**config.mk**
```make
export PLATFORM = sky130hd
export DESIGN_NAME = x_debounce
export DESIGN_NICKNAME = d
export VERILOG_FILES = /design/src/rtl/x_debounce.sv
export SDC_FILE = /design/constraint.sdc
export NUM_CORES = 1
export LEC_CHECK = 0
export BUFFER_PORTS_ARGS = -buffer_cell sky130_fd_sc_hd__buf_2
export CAP_MARGIN = 0
export CORE_AREA = 4 4 41 43
export DETAILED_ROUTE_END_ITERATION = 16
export DIE_AREA = 0 0 45 47
export PLACE_DENSITY = 0.54
export RECOVER_POWER = 50
export REMOVE_ABC_BUFFERS = 1
export SLEW_MARGIN = 20
export SYNTH_ARGS = -nofsm -noshare
export SYNTH_HDL_FRONTEND = slang
export SYNTH_SLANG_ARGS = --single-unit
export TNS_END_PERCENT = 30
```
**constraint.sdc**
```tcl
create_clock -name CLK -period 1.4 [get_ports CLK]
set_input_delay 0.42 -clock CLK [delete_from_list [all_inputs] [get_ports CLK]]
set_output_delay 0.42 -clock CLK [all_outputs]
set_load 0.03 [all_outputs]
```
**src/rtl/x_debounce.sv**
```systemverilog
// Push-button conditioner: two-flop synchroniser, a debounce FSM with a
// stability counter, and registered level/edge outputs feeding a counter.
module x_debounce #(
    parameter int CNT_W    = 4,
    parameter int DEBOUNCE = 4,
    parameter bit PULSE    = 1'b1
) (
    input  logic CLK,
    input  logic RST,
    input  logic din,
    output logic x,
    output logic lvl,
    output logic rise,
    output logic fall
);

    typedef enum logic [1:0] {
        LOW,
        RISE_CHK,
        HIGH,
        FALL_CHK
    } state_t;

    localparam logic [CNT_W-1:0] CNT_LAST = CNT_W'(DEBOUNCE - 1);
    localparam logic [CNT_W-1:0] CNT_ONE  = CNT_W'(1);

    logic             s1;
    logic             s2;
    state_t           state;
    state_t           state_n;
    logic [CNT_W-1:0] cnt;
    logic [CNT_W-1:0] cnt_n;
    logic             lvl_n;
    logic             rise_n;
    logic             fall_n;

    always_ff @(posedge CLK or negedge RST) begin
        if (!RST) begin
            s1    <= 1'b0;
            s2    <= 1'b0;
            state <= LOW;
            cnt   <= '0;
            lvl   <= 1'b0;
            rise  <= 1'b0;
            fall  <= 1'b0;
        end else begin
            s1    <= din;
            s2    <= s1;
            state <= state_n;
            cnt   <= cnt_n;
            lvl   <= lvl_n;
            rise  <= rise_n;
            fall  <= fall_n;
        end
    end

    // Any opposite sample inside a check state restarts the whole window.
    always_comb begin
        state_n = state;
        cnt_n   = cnt;
        lvl_n   = lvl;
        rise_n  = 1'b0;
        fall_n  = 1'b0;
        unique case (state)
            LOW: begin
                if (s2) begin
                    state_n = RISE_CHK;
                    cnt_n   = CNT_ONE;
                end else begin
                    cnt_n   = '0;
                end
            end
            RISE_CHK: begin
                if (!s2) begin
                    state_n = LOW;
                    cnt_n   = '0;
                end else if (cnt == CNT_LAST) begin
                    state_n = HIGH;
                    lvl_n   = 1'b1;
                    rise_n  = 1'b1;
                    cnt_n   = '0;
                end else begin
                    cnt_n   = cnt + CNT_ONE;
                end
            end
            HIGH: begin
                if (!s2) begin
                    state_n = FALL_CHK;
                    cnt_n   = CNT_ONE;
                end else begin
                    cnt_n   = '0;
                end
            end
            FALL_CHK: begin
                if (s2) begin
                    state_n = HIGH;
                    cnt_n   = '0;
                end else if (cnt == CNT_LAST) begin
                    state_n = LOW;
                    lvl_n   = 1'b0;
                    fall_n  = 1'b1;
                    cnt_n   = '0;
                end else begin
                    cnt_n   = cnt + CNT_ONE;
                end
            end
            default: begin
                state_n = LOW;
                cnt_n   = '0;
                lvl_n   = 1'b0;
            end
        endcase
    end

    assign x = PULSE ? rise : lvl;

endmodule

```
==> out/results.ini <==
[run_status]
status=finished clean

[cts]
clk_path_buf_depth=2
cts_max_level=1
clock_sinks=11
cts_buffers=3
cts_tree=yes
holdBufCountCts=0
insertion_delay_ns=0.26
clkTransAtPathRegs_ns=0.07
cts_root_buf=clkbuf_4

[logic_synthesis]
ys_ff_latch=11
syn_avg_cell_area_sq_um=13.0
yosysTopAreaCell=dfrtp_1
synth_top_area_share_pct=62.5
ys_types=19
syn_area_sq_um=440
postSynthCellCount=34
yosysSeqAreaShare_pct=62.5
synthTopCellsByArea=dfrtp_1, xor2_1, and4bb_4
yosys_warnings=0

[route]
drt-initial-drc-count=1
finalWirelength_microns=657
drc=0
wl_per_cell_microns=11.0
ant_nets=0
via_per_inst=4.65
vias=279
first_pass_iters=2

[power_and_ir_drop]
p_leak_nw=0.247
power_density_nw_per_um2=1560
totalPowerFinal_w=0.000820
ir_worst_vdd_mv=0.561

[global_routing]
antenna_found_initial=0
grt_overflow_total=0
grt_pass1_wl_microns=1230
grt_pass1_vias=305
grt_usage_pct=8.59
grt_max_degree=12

[sta]
finalCritPeriodShare_pct=96.6
maxSlewViolCount=0
fin_skew_ns=0.00381
clock.fmax_mhz=740
slew_headroom_pct=63.6
finalCriticalPeriod_ns=1.35
setup_viol=0
rsz0062_at_grt=no
finalSetupTns_ns=0
worst_slew_pin_slew_ns=0.546
hold_violations=0

[worst_setup_path]
worstSetupStartpoint=cnt[0]
critPathLaunchType=register
worstPathMaxFanout=4
crit_required_ns=1.54
rr_startpoint=cnt[0]
arrival_ns=1.50
crit_type=register to register
r2r_end=lvl
r2r_cells=4
cp-end-kind=register
rrSetupSlack_ns=0.05

[layout]
n_antenna_cell=0
drive_gt1_share_pct=31.1
finalNetCount=50
area_growth_pct=19.0
stdcell_count=60
fillers=132

[floorplan]
io-pin-count=7
die_w_microns=45
die_area_sq_um=2120
start_util_pct=33.8
core_sq_um=1300
rows=13
fp.dieH_microns=47

[placement]
hpwl_microns=532
dp.cells=55
portBuffers=6
gp_congestion=0.643

[run]
cap_violations=0

[worst_hold_path]
min_path_type=input port to asynchronous set/reset pin

[cells in the mapped netlist]
master / count
dfrtp_1: 11
nor2_1: 4
nand2_1: 2
xor2_1: 2
a211o_1: 1
a21oi_1: 1
and2_1: 1
and3_1: 1
and3b_4: 1
and4bb_4: 1
buf_4: 1
ha_1: 1
inv_1: 1
mux2_2: 1
nand3_1: 1
nand3b_1: 1
nor3b_1: 1
o21a_1: 1
or2b_1: 1
[stage by stage]
stage	area, sq um	util [%]	setup slack, ns	hold WS [ns]
3_3_place_gp	489	37.6	0.0483	0.290
4_1_cts	515	39.6	0.00231	0.0104
5_1_grt	524	40.3	0.000866	0.150
2_1_floorplan	433	-	0.0622	0.124
3_5_place_dp	489	37.6	0.0187	0.295
6_report	524	40.3	0.0480	0.113
[layout make-up]
cell class,instances,area (sq um),area share (%)
tap,15,18.8,3.58
timing repair buffer,8,43.8,8.35
sequential,11,275,52.5
multi-input combinational,21,156,29.8
inverter,1,3.75,0.716
clock buffer,4,26.3,5.01
[cells in the final DEF (no fill, tap or decap), drive strengths merged, types with 2 or more instances in the layout]
| cell | n |
|---|---|
| dfrtp | 11 |
| buf | 7 |
| xor2 | 2 |
| nor2 | 4 |
| clkbuf | 5 |
| nand2 | 2 |
[routing by layer]
metal | track usage [%] | part of all wire [%]
met3 | 1.15 | 3.2
met4 | 10.5 | 1.2
met1 | 8.10 | 38
met5 | 0 | 0
met2 | 14.7 | 57
[registers in the layout, summed over array words and instances (netlist names), named ones only]
signal	count
cnt	4
fall	1
lvl	1
rise	1
s1	1
s2	1
state	1
[kinds of logic (layout without fill, tap and decap cells)]
| group | after synthesis | in the layout | synth area share, % |
|---|---|---|---|
| buf+inv | 2 | 13 | 2.56 |
| mux | 1 | 1 | 2.56 |
| simple gates | 14 | 14 | 20.7 |
| fa+ha+maj | 1 | 1 | 2.84 |
| compound gates | 3 | 3 | 4.83 |
| flops | 11 | 11 | 62.5 |
| xor+xnor | 2 | 2 | 3.98 |
[worst max-delay path: stages (launching register included)]
cell      delay (ns)
dfrtp_1         0.40
ha_2            0.20
and4bb_4        0.21
and3b_4         0.18
a211o_1         0.25
[how the worst max path moves through the flow]
stage          cells after the start   to
2_1_floorplan                      4  lvl
3_3_place_gp                       4  lvl
3_5_place_dp                       4  lvl
4_1_cts                            4  lvl
5_1_grt                            4  lvl
6_report                           4  lvl
[report_power, final]
part	leakage (nW)	switching, W	total (W)	internal, W
registers	0.138	0.0000517	0.000431	0.000379
clock network	0.0150	0.0000939	0.000204	0.000110
logic	0.0937	0.0000839	0.000185	0.000101
total	0.247	0.000229	0.000820	0.000590
[repair_timing]
| action | CTS | global route |
|---|---|---|
| setup endpoints to repair | 0 | 1 |
| gates resized for setup | 0 | 1 |
| buffers inserted | 0 | 1 |
Note: power is estimated with default switching activity, not from simulation.
